File: src/rtl/encoder_pkg.sv
// Shared types for the request arbiter and the 8:3 encoder stage it feeds.
package encoder_pkg;
   localparam int N_REQ  = 8;
   localparam int CODE_W = 3;

   typedef logic [N_REQ-1:0]  onehot_t;
   typedef logic [CODE_W-1:0] code_t;
endpackage

File: src/rtl/onehot_req_arbiter_rr_pick.sv
// Circular first-set finder: searches cand upward from last_ptr+1, wrapping to 0.
// Purely combinational; the double-width copy turns the wrap into a plain shift.
module rr_pick #(
   parameter int N_REQ = encoder_pkg::N_REQ,
   parameter int IDX_W = $clog2(N_REQ)
) (
   input  logic [N_REQ-1:0] cand,
   input  logic [IDX_W-1:0] last_ptr,
   output logic [IDX_W-1:0] idx,
   output logic             found
);

   logic [IDX_W-1:0]   start;
   logic [2*N_REQ-1:0] dbl;
   logic [N_REQ-1:0]   rot;
   logic [IDX_W-1:0]   off;

   // N_REQ is a power of two, so the pointer wraps for free.
   assign start = last_ptr + IDX_W'(1);
   assign dbl   = {cand, cand};
   assign rot   = N_REQ'(dbl >> start);

   always_comb begin
      off = '0;
      for (int k = N_REQ - 1; k >= 0; k--) begin
         if (rot[k]) off = IDX_W'(k);
      end
   end

   assign found = |cand;
   assign idx   = start + off;

endmodule

File: src/rtl/onehot_req_arbiter.sv
// Round-robin arbiter: pulsed requests -> registered one-hot grant, 1 cycle latency, one grant/cycle.
// Grant and pointer hold while gnt_valid & !gnt_ready; ARB_COALESCE_CNT_EN adds coalesce_cnt.
module onehot_req_arbiter #(
   parameter int N_REQ = encoder_pkg::N_REQ
`ifdef ARB_COALESCE_CNT_EN
   , parameter int CNT_W = 8
`endif
) (
   input  logic             clk,
   input  logic             rst,
   input  logic [N_REQ-1:0] req,
   input  logic             en,
   output logic [N_REQ-1:0] gnt_onehot,
   output logic             gnt_valid,
   input  logic             gnt_ready
`ifdef ARB_COALESCE_CNT_EN
   , output logic [CNT_W-1:0] coalesce_cnt
`endif
);

   localparam int IDX_W = $clog2(N_REQ);

   logic [N_REQ-1:0] pending;
   logic [N_REQ-1:0] cand;
   logic [N_REQ-1:0] sel;
   logic [IDX_W-1:0] last_ptr;
   logic [IDX_W-1:0] idx;
   logic             found;
   logic             issue;

   assign cand = pending | req;

   rr_pick #(.N_REQ(N_REQ), .IDX_W(IDX_W)) u_pick (
      .cand     (cand),
      .last_ptr (last_ptr),
      .idx      (idx),
      .found    (found)
   );

   assign sel   = N_REQ'(1) << idx;
   // A grant being accepted this cycle frees the slot, so the next one issues back-to-back.
   assign issue = en & found & (~gnt_valid | gnt_ready);

   always_ff @(posedge clk) begin
      if (rst) begin
         pending    <= '0;
         gnt_onehot <= '0;
         gnt_valid  <= 1'b0;
         last_ptr   <= '1;
      end else if (issue) begin
         gnt_onehot <= sel;
         gnt_valid  <= 1'b1;
         last_ptr   <= idx;
         pending    <= cand & ~sel;
      end else begin
         pending <= cand;
         if (gnt_valid & gnt_ready) begin
            gnt_valid  <= 1'b0;
            gnt_onehot <= '0;
         end
      end
   end

`ifdef ARB_COALESCE_CNT_EN
   logic [CNT_W:0] cnt_sum;

   // Only bits already pending count as merged; a repeat of the held grant is fresh work.
   assign cnt_sum = {1'b0, coalesce_cnt} + (CNT_W+1)'($countones(req & pending));

   always_ff @(posedge clk) begin
      if (rst)                 coalesce_cnt <= '0;
      else if (cnt_sum[CNT_W]) coalesce_cnt <= '1;
      else                     coalesce_cnt <= cnt_sum[CNT_W-1:0];
   end
`endif

endmodule

File: config.mk
export PLATFORM = sky130hd
export DESIGN_NAME = onehot_req_arbiter
export DESIGN_NICKNAME = d
export VERILOG_FILES = /design/src/rtl/encoder_pkg.sv /design/src/rtl/onehot_req_arbiter_rr_pick.sv /design/src/rtl/onehot_req_arbiter.sv
export SDC_FILE = /design/constraint.sdc
export NUM_CORES = 1
export LEC_CHECK = 0
export ABC_CLOCK_PERIOD_IN_PS = 3700
export BUFFER_PORTS_ARGS = -buffer_cell sky130_fd_sc_hd__buf_2
export CORE_AREA = 5 5 54 76
export DETAILED_ROUTE_END_ITERATION = 6
export DIE_AREA = 0 0 59 81
export PLACE_DENSITY_LB_ADDON = 0.08
export SKIP_LAST_GASP = 1
export SYNTH_ARGS = -nofsm -noshare
export SYNTH_HDL_FRONTEND = slang
export SYNTH_SLANG_ARGS = --single-unit
export TNS_END_PERCENT = 20
File: constraint.sdc
create_clock -name clk -period 3.7 [get_ports clk]
set_clock_uncertainty 0.15 [all_clocks]
set_input_delay 0.185 -clock clk [delete_from_list [all_inputs] [get_ports clk]]
set_output_delay 0.185 -clock clk [all_outputs]
set_load 0.02 [all_outputs]
After elaboration in Yosys (flattened, before gate mapping)
Cells that the tools add are included.

word-level totals
  output and inout port bits = 9
  word-level logic and storage cells = 31
  bits of input ports = 12
  flip-flop bits (word level) = 20

cells by class
  reduce and logical (&&, ||, !) cells = 2
  shifts and indexed selects = 2
  muxes and demuxes = 13
  bitwise logic cells = 8
  add/sub/neg operators = 2

operator list
  operator                                                            count
  3-bit 2-to-1 mux                                                    8
  8-bit 2-to-1 mux                                                    3
  16-bit by 3-bit >> shifter with 8-bit output                        1
  8-bit AND                                                           1
  8-bit NOT                                                           1
  8-bit bitwise OR                                                    1
  8-bit OR reduction                                                  1
  1-bit by 3-bit << shifter with 8-bit output (first input constant)  1
  3-bit by 1-bit adder with 3-bit output (second input constant)      1
  3-bit adder                                                         1
  1-bit AND                                                           3
  1-bit 2-to-1 mux                                                    2
  2-bit nonzero test                                                  1
  1-bit NOT                                                           1
  1-bit bitwise OR                                                    1

Logic depth before layout (Yosys ltp)
Gate-level depths: netlist (run 1).

  word-level depth = 15
  mapped depth = 15
  gate-level depth less buffers = 15

Modules after synthesis
A second synthesis (run 1) with hierarchy kept.

unflattened totals
  cell total of the unflattened synthesis = 128
  area total of the unflattened synthesis = 1258.7 µm²

by module, submodules not included
  module              cells an instance  sequential area each (µm²)  instances  area each (µm²)
  onehot_req_arbiter  83                 400.4                       1          798.3
  rr_pick             45                 0.0                         1          460.4

Least setup slack after synthesis (run 1)
No wires, ideal clock.

  path type = register to register
  start point = register last_ptr[0]
  end point = register pending[5]
  cell stages (with the launch flop) = 16
  path slack = -213 ps
  buffers on the path = 0
  required time = 3416 ps
  setup time = 134 ps
  clock period less this slack = 3913 ps
  arrival time = 3629 ps
  cells stage by stage = dfxtp_1 > ha_1 > xnor2_4 > mux4_2 > mux2_2 > o211ai_1 > a31oi_1 > nor2_1 > ha_1 > inv_1 > fa_1 > xnor2_1 > nand3_1 > or2_2 > nor3_1 > nor4_1

between the ends
  word-level cells in the longest chain between the ends = 15

RTL lines
  what                                             RTL line                          source
  start: declaration                               onehot_req_arbiter.sv:26          logic [IDX_W-1:0] last_ptr;
  start signal: assignment                         onehot_req_arbiter.sv:53          last_ptr <= idx;
  3-bit by 1-bit adder with 3-bit output (*)       onehot_req_arbiter_rr_pick.sv:19  assign start = last_ptr + IDX_W'(1);
  16-bit by 3-bit >> shifter with 8-bit output     onehot_req_arbiter_rr_pick.sv:21  assign rot = N_REQ'(dbl >> start);
  3-bit 2-to-1 mux (8 in series)                   onehot_req_arbiter_rr_pick.sv:26  if (rot[k]) off = IDX_W'(k);
  3-bit adder (*)                                  onehot_req_arbiter_rr_pick.sv:31  assign idx = start + off;
  1-bit by 3-bit << shifter with 8-bit output (*)  onehot_req_arbiter.sv:40          assign sel = N_REQ'(1) << idx;
  8-bit NOT (*)                                    onehot_req_arbiter.sv:54          pending <= cand & ~sel;
  8-bit AND (*)                                    onehot_req_arbiter.sv:54
  8-bit 2-to-1 mux (*)                             onehot_req_arbiter.sv:50          end else if (issue) begin
  end signal: assignment                           onehot_req_arbiter.sv:54
  end signal: assignment                           onehot_req_arbiter.sv:56          pending <= cand;
  end: declaration                                 onehot_req_arbiter.sv:23          logic [N_REQ-1:0] pending;

Mark *: on every way between the ends. The rest lies on a longest branch, timed or not.
A chain may end at the register's enable or synchronous reset.

Final worst setup path (run 1)
  start point = register last_ptr[0]
  end point = register pending[2]

Same word-level chain as after synthesis.

==> results of run 1 <==
-- critical path, stage by stage (launching register included) --
cell,delay [ns]
dfxtp_2,0.34
buf_4,0.16
inv_2,0.10
mux4_1,0.59
mux2_2,0.30
nand2b_1,0.15
a31oi_1,0.18
nor2_1,0.06
ha_2,0.19
inv_2,0.05
fa_2,0.51
or4_1,0.57
nor3_1,0.17
nor3_1,0.08
-- cell families (layout without fill, tap and decap cells) --
| logic type | count (synthesis) | in the layout | synth area share |
|---|---|---|---|
| xor+xnor | 3 | 4 | 0.0280 |
| flops | 20 | 20 | 0.249 |
| fa+ha+maj | 3 | 3 | 0.0280 |
| buf+inv | 18 | 37 | 0.0730 |
| compound gates | 30 | 30 | 0.125 |
| mux | 18 | 18 | 0.197 |
| simple gates | 89 | 89 | 0.301 |
-- registers in the layout, summed over array words and instances, names as in the netlist --
register    flops
gnt_onehot      8
pending         8
last_ptr        3
gnt_valid       1
-- worst min path at each step --
stage               cells past startpoint       endpoint
CTS                                     3      gnt_valid
finish                                  3      gnt_valid
floorplan                               2    last_ptr[0]
detailed placement                      2  gnt_onehot[2]
global route                            3      gnt_valid
global placement                        2  gnt_onehot[4]
-- per-stage QoR --
step,power [mW],util
final,2.25,0.578
after global routing,2.41,0.578
after CTS,2.02,0.549
after detailed placement,1.82,0.533
after global placement,1.77,0.533
after floorplan,1.49,-
-- repair_timing --
action,in CTS,in global routing
endpoints found under the setup margin,10,16
cloned,0,1
endpoints found under the hold margin,0,0
pin swaps,2,5
setup buffers,0,2
resized for setup,2,15
-- cells in the mapped netlist, types with 5 or more instances --
| library cell | number |
|---|---|
| or3_1 | 5 |
| dfxtp_1 | 20 |
| o21ai_2 | 8 |
| nor4_1 | 13 |
| mux4_1 | 7 |
| nand3_1 | 18 |
| a21oi_1 | 11 |
| mux2i_1 | 5 |
| nand2_1 | 15 |
| nor2_1 | 10 |
| nor3_1 | 14 |
-- power groups by stage --
stage          Sequential, mW  Clock, mW  Combinational (mW)
4_1_cts                 0.332      0.144                1.54
3_5_place_dp            0.337          0                1.48
2_1_floorplan           0.373          0                1.12
6_report                0.338      0.141                1.77
5_1_grt                 0.347      0.154                1.91
3_3_place_gp            0.334          0                1.44
-- layout make-up --
| class | count | area (sq um) | area share |
|---|---|---|---|
| Clock buffer | 3 | 41.3 | 0.0216 |
| Inverter | 4 | 15.0 | 0.00784 |
| Multi-Input combinational cell | 144 | 1220 | 0.639 |
| Sequential cell | 20 | 403 | 0.210 |
| Tap cell | 40 | 50.0 | 0.0261 |
| Timing Repair Buffer | 30 | 183 | 0.0954 |
-- routing by layer --
layer	GRT usage	wire [microns]	vias to the layer above
li1	-	-	730
met1	0.189	1630	717
met2	0.353	2370	30
met3	0.0159	73	9
met4	0.0612	76	0
met5	0	0	-
==> results.json, run 1 <==
{
  "path_class": "flop to flop",
  "cts.htree.levels": 1,
  "tns_ns": -0.0681,
  "grt_usage": 0.178,
  "holdWs_ns": 0.0684,
  "hpwlAfterDp_mm": 3.17,
  "layout-drive-gt1-share": 0.353,
  "setup_viol": 5,
  "synth_top_area_frac": 0.249,
  "vias_per_cell": 6.17,
  "yosys_warnings": 0,
  "cap_violations": 0,
  "drt_iter0_markers": 49,
  "slew_viol_final": 0,
  "ys_ff_latch": 20,
  "ant_nets": 0,
  "die_w_microns": 59,
  "power_frac_clock": 0.063,
  "relSlewSlack": 0.411,
  "cts_max_path_buffers": 2,
  "dpl_cell_area_sq_mm": 0.00177,
  "maxClockFrequency_mhz": 269,
  "syn-num-nets": 196,
  "rsz0062_at_grt": "true",
  "dp.cells": 235,
  "synth_edf_count": 0,
  "rr_worst_depth": 13,
  "coreArea_sq_mm": 0.00332,
  "finalInstanceArea_sq_mm": 0.00192,
  "power_switching_mw": 1.05,
  "synth_top_cell_by_area": "dfxtp_1",
  "dr_total_vias": 1486,
  "synthToLayoutAreaGrowth_pct": 19.0,
  "clkTransAtPathRegs_ns": 0.07,
  "grt_pass1_wl_mm": 6.64,
  "netlist_instances": 181,
  "switching_share": 0.468,
  "ys_top_cells_by_area": "dfxtp_1, mux4_1, nand3_1",
  "violations": "setup timing",
  "p_per_area_mw_per_mm2": 1170,
  "cp-startpoint": "last_ptr[0]",
  "grt-ovfl-total": 0,
  "critPathMaxFanout": 8,
  "rows": 25,
  "synthFlopType": "dfxtp_1",
  "fin_crit_sh": 1.01,
  "pwr-share-seq": 0.150,
  "pre_cts_ws_ns": -0.0302,
  "worst_pin_slew_ns": 0.884,
  "ff2ff_setup_slack_ns": -0.02,
  "clk_latency_ns": 0.26,
  "cts_tree": "built",
  "drt_pass1_iterations": 4,
  "r2r-end": "pending[2]",
  "worstPathArrival_ns": 3.72,
  "die_h_microns": 81,
  "hp-class": "primary input to flop",
  "crit_end": "pending[2]",
  "stdcell_count": 241,
  "numPortBuffers": 20,
  "synthArstFlopShare": 0,
  "grt_max_degree": 22,
  "ys_seq_area_frac": 0.249,
  "avgSynthCellArea_sq_um": 8.90,
  "p_leak_nw": 0.766,
  "antenna_found_initial": 0,
  "layout_commonest_cell": "buf_2",
  "status": "finished, violations left",
  "numCtsBuffers": 3,
  "filler_cell_count": 309,
  "final_cell_mix": "buf_2, dfxtp_1, nand3_1",
  "cts.sinks": 20,
  "dieArea_sq_mm": 0.00478,
  "io_pins": 21,
  "pwr-share-comb": 0.787,
  "ys_types": 40,
  "period_needed_ns": 3.72,
  "syn_area_sq_mm": 0.00161,
  "nets": 218,
  "cp.required_ns": 3.69,
  "drc": 0,
  "internal-power_mw": 1.20,
  "setup_ws_ns": -0.0239,
  "hold_buffers": 0,
  "hold_viol": 0,
  "routed_wl_mm": 4.15,
  "crit_path_start_kind": "flop",
  "gp_congestion": 0.912,
  "cts_root_buf": "clkbuf_8",
  "reg2reg_from": "last_ptr[0]",
  "initial_utilization": 0.486,
  "grt_pass1_vias": 1498,
  "wl_per_cell_microns": 17.2,
  "peakVddDrop_uv": 894,
  "num_antenna_cells": 0,
  "critPathCaptureType": "flop",
  "hold_path.startpoint": "en"
}
(Power assumes the default switching activity.)
==> run 2: changes to the inputs <==
SKIP_LAST_GASP = default   (was 1)
==> results.json, run 2 (synthesis gave the netlist of run 1 again) <==
{
  "synthToLayoutAreaGrowth_pct": 18.7,
  "cap_violations": 0,
  "final_cell_mix": "buf_2, nand3_1, dfxtp_1",
  "drt-met1-wl_mm": 1.57,
  "io_pins": 21,
  "cp.required_ns": 3.75,
  "vias_per_cell": 6.25,
  "crit_path_start_kind": "flop",
  "status": "finished, violations left",
  "cts.htree.levels": 1,
  "grt_pass1_wl_mm": 6.68,
  "maxClockFrequency_mhz": 269,
  "nets": 217,
  "path_delay_family": "multiplexers",
  "cts_max_path_buffers": 2,
  "violations": "setup timing",
  "cts_root_buf": "clkbuf_8",
  "dr_wl_met3_microns": 120,
  "crit_path_cell_trace": "ha_4 > xnor2_4 > mux4_2 > mux2_2 > o211ai_1 > a31oi_1 > nor2_1 > ha_1 > inv_1 > fa_2 > xor2_4 > nor4_1 > nand3_1 > nand3_1",
  "hp-class": "primary input to flop",
  "ant_nets": 0,
  "cts_tree": "built",
  "cts.sinks": 20,
  "rows": 25,
  "gp_congestion": 0.912,
  "drc": 0,
  "reg_top3": "gnt_onehot (8), pending (8), last_ptr (3)",
  "setup_viol": 2,
  "crit_buf_inv": 1,
  "peakVddDrop_uv": 887,
  "critPathCaptureType": "flop",
  "grt_pass1_vias": 1503,
  "p_per_area_mw_per_mm2": 1170,
  "dr_total_vias": 1501,
  "die_h_microns": 81,
  "relSlewSlack": 0.384,
  "layout-drive-gt1-share": 0.355,
  "initial_utilization": 0.486,
  "grt_usage": 0.179,
  "multi_input_area_sq_mm": 0.00123,
  "regArea_sq_um": 403,
  "dieArea_sq_mm": 0.00478,
  "slew_viol_final": 0,
  "wl_per_cell_microns": 17.2,
  "antenna_found_initial": 0,
  "period_needed_ns": 3.71,
  "highest_layer": "met4",
  "layout_commonest_cell": "buf_2",
  "clk_latency_ns": 0.26,
  "rsz0062_at_grt": "true",
  "worst_pin_slew_ns": 0.924,
  "slowest_delay_ns": 0.55,
  "filler_cell_count": 308,
  "path_class": "flop to flop",
  "cp_slowest_cell": "mux4_2",
  "hpwlAfterDp_mm": 3.17,
  "final_core_util": 0.577,
  "drt_pass1_iterations": 4,
  "critPathMaxFanout": 7,
  "setup_ws_ns": -0.0147,
  "holdWs_ns": 0.0653,
  "hold_viol": 0,
  "grt_max_degree": 22,
  "finalInstanceArea_sq_mm": 0.00191,
  "numCtsBuffers": 3,
  "num_antenna_cells": 0,
  "routed_wl_mm": 4.12,
  "route.met2.wl_mm": 2.32,
  "grt-ovfl-total": 0,
  "critPathMostFrequentCell": "nand3_1",
  "drt_iter0_markers": 38,
  "tns_ns": -0.0199,
  "dpl_cell_area_sq_mm": 0.00177,
  "coreArea_sq_mm": 0.00332,
  "die_w_microns": 59,
  "clkTransAtPathRegs_ns": 0.07,
  "worstPathArrival_ns": 3.77,
  "fin_crit_sh": 1.00,
  "p_leak_nw": 0.758,
  "numPortBuffers": 20
}
## run 2: worst paths after layout
| kind | from | endpoint | slack (ns) | cells past startpoint |
|---|---|---|---|---|
| setup / recovery | last_ptr[1] | gnt_onehot[7] | -0.01 | 14 |
| hold / removal | en | gnt_valid | 0.07 | 3 |
| setup reg to reg | last_ptr[1] | gnt_onehot[7] | -0.01 | 14 |
| hold reg to reg | gnt_onehot[0] | gnt_onehot[0] | 0.31 | 2 |
## run 2: power by group
part / leakage (nW) / switching (mW) / internal (mW)
Clock: 0.0216 / 0.0693 / 0.0727
Combinational: 0.572 / 0.934 / 0.824
Sequential: 0.165 / 0.0456 / 0.293
## run 2: timing repair
action                                  4_1_cts  5_1_grt
hold buffers                                  0        0
pin swaps                                     2        3
buffers inserted                              0        1
resized for setup                             4       13
endpoints found under the setup margin       10       16
cloned                                        0        1
## run 2: area by class of cell
cell class                      count  share of cell area
Clock buffer                        3              0.0216
Multi-Input combinational cell    144               0.644
Tap cell                           40              0.0262
Inverter                            4             0.00785
Timing Repair Buffer               29              0.0897
Sequential cell                    20               0.211
## run 2: metal layers
metal,global-route usage,vias to the layer above
met5,0,-
li1,-,729
met4,0.0612,0
met1,0.188,724
met3,0.0159,11
met2,0.357,37
## run 2: stage by stage
stage,worst slack [ns],cells,power (mW)
after floorplan,-0.0494,181,1.49
after global placement,0.0384,235,1.77
after detailed placement,-0.0302,235,1.82
after CTS,0.00227,238,2.06
after global routing,-0.152,240,2.39
final,-0.0147,240,2.24
## run 2: tightest hold or removal path: cells and delay by family
kind / cells / cell delay, ns
AOI/OAI and AO/OA: 1 / 0.06
buffers and inverters: 1 / 0.11
and+or+nand+nor: 1 / 0.07
==> run 3: changes to the inputs <==
SETUP_SLACK_MARGIN = 0.2   (was default)
SKIP_LAST_GASP = 1   (was default)
==> results.json, run 3 (synthesis gave the netlist of run 1 again) <==
{
  "nets": 218,
  "layout-drive-gt1-share": 0.411,
  "critPathMaxFanout": 5,
  "initial_utilization": 0.486,
  "worstPathArrival_ns": 3.74,
  "final_cell_mix": "buf_2, nand3_1, dfxtp_1",
  "cp.required_ns": 3.69,
  "vias_per_cell": 6.14,
  "pwr-share-comb": 0.786,
  "coreArea_sq_mm": 0.00332,
  "rows": 25,
  "fin_crit_sh": 1.01,
  "rr_worst_depth": 15,
  "dpl_cell_area_sq_mm": 0.00178,
  "path_class": "flop to flop",
  "ant_nets": 0,
  "setup_viol": 6,
  "pwr-share-seq": 0.144,
  "p_leak_nw": 0.767,
  "maxClockFrequency_mhz": 267,
  "numCtsBuffers": 3,
  "io_pins": 21,
  "numPortBuffers": 20,
  "cap_violations": 0,
  "cts_root_buf": "clkbuf_8",
  "gp_congestion": 0.972,
  "drc": 0,
  "reg_top3": "gnt_onehot (8), pending (8), last_ptr (3)",
  "violations": "setup timing",
  "r2r-end": "pending[7]",
  "antenna_found_initial": 0,
  "grt_usage": 0.187,
  "dr_total_vias": 1485,
  "peakVddDrop_uv": 808,
  "internal-power_mw": 1.26,
  "finalInstanceArea_sq_mm": 0.00197,
  "period_needed_ns": 3.75,
  "hold_viol": 0,
  "cp-startpoint": "last_ptr[1]",
  "status": "finished, violations left",
  "clkTransAtPathRegs_ns": 0.07,
  "crit_end": "pending[7]",
  "grt-ovfl-total": 0,
  "hpwlAfterDp_mm": 3.24,
  "slew_viol_final": 0,
  "p_per_area_mw_per_mm2": 1190,
  "cts.sinks": 20,
  "rsz0062_at_grt": "true",
  "crit_path_start_kind": "flop",
  "drt_pass1_iterations": 4,
  "ff2ff_setup_slack_ns": -0.05,
  "cts_tree": "built",
  "stdcell_count": 242,
  "power_frac_clock": 0.070,
  "worst_pin_slew_ns": 0.963,
  "reg2reg_from": "last_ptr[1]",
  "tns_ns": -0.161,
  "drt_iter0_markers": 86,
  "setup_ws_ns": -0.0518,
  "switching_share": 0.464,
  "hp-class": "primary input to flop",
  "synthToLayoutAreaGrowth_pct": 22.2,
  "power_switching_mw": 1.09,
  "critPathCaptureType": "flop",
  "wl_per_cell_microns": 17.4,
  "relSlewSlack": 0.358,
  "cts_max_path_buffers": 2,
  "clk_latency_ns": 0.26,
  "grt_pass1_vias": 1494,
  "grt_max_degree": 22,
  "layout_commonest_cell": "buf_2",
  "num_antenna_cells": 0,
  "hold_buffers": 0,
  "die_h_microns": 81,
  "routed_wl_mm": 4.22,
  "die_w_microns": 59,
  "dieArea_sq_mm": 0.00478,
  "cts.htree.levels": 1,
  "grt_pass1_wl_mm": 6.88,
  "dp.cells": 234
}
-- run 3: cell types whose count changed in the layout (fill, tap and decap cells not counted), moves of 2 or more --
cell,change
nor3_2,+4
nor4_1,-2
nor3_1,-3
a21oi_2,+2
a21oi_1,-2
-- run 3: worst min path at each step --
stage	from	to	cells after the start
floorplan	rst	last_ptr[0]	2
global placement	gnt_onehot[2]	gnt_onehot[2]	2
detailed placement	gnt_onehot[7]	gnt_onehot[7]	2
CTS	en	gnt_valid	3
global route	en	gnt_valid	3
finish	en	gnt_valid	3
-- run 3: layer usage --
layer  wire, microns  GRT usage  vias to the layer above  share of wire
li1                -          -                      730              -
met1            1640      0.218                      700           0.39
met2            2340      0.345                       45           0.56
met3             151     0.0175                       10          0.036
met4              78     0.0703                        0          0.018
met5               0          0                        -              0
-- run 3: critical path, stage by stage (launching register included) --
cell and delay (ns):
dfxtp_2 0.34, ha_4 0.17, xnor2_4 0.16, mux4_2 0.55, mux2_4 0.27, o211ai_1 0.16, a31oi_1 0.10, nor2_1 0.13
ha_2 0.19, inv_2 0.04, fa_2 0.46, xnor2_4 0.21, buf_6 0.14, or3_4 0.39, a21oi_2 0.11, nor3_1 0.06
-- run 3: power by group through the flow --
stage / clock network, mW / registers, mW / logic [mW]
2_1_floorplan: 0 / 0.377 / 1.14
3_3_place_gp: 0 / 0.338 / 1.46
3_5_place_dp: 0 / 0.340 / 1.51
4_1_cts: 0.168 / 0.336 / 1.59
5_1_grt: 0.182 / 0.348 / 1.99
6_report: 0.164 / 0.338 / 1.84
-- run 3: repair_timing --
item / 4_1_cts / 5_1_grt
endpoints found under the setup margin: 16 / 17
resized for setup: 4 / 19
setup buffers: 1 / 2
pin swaps: 1 / 10
gates cloned: 0 / 1
-- run 3: final cells by class --
class | count | area [sq um]
Inverter | 4 | 15.0
Clock buffer | 4 | 55.1
Tap cell | 40 | 50.0
Sequential cell | 20 | 403
Multi-Input combinational cell | 144 | 1270
Fill cell | 315 | 1350
Timing Repair Buffer | 30 | 179
-- run 3: through the flow --
stage	util	worst slack (ns)	power, mW	hold slack, ns
final	0.594	-0.0518	2.34	0.0709
after global routing	0.594	-0.206	2.52	0.0912
after CTS	0.561	-0.00656	2.09	0.0719
after detailed placement	0.536	-0.0465	1.85	0.295
after global placement	0.536	0.0232	1.80	0.282
after floorplan	-	-0.0456	1.52	0.178
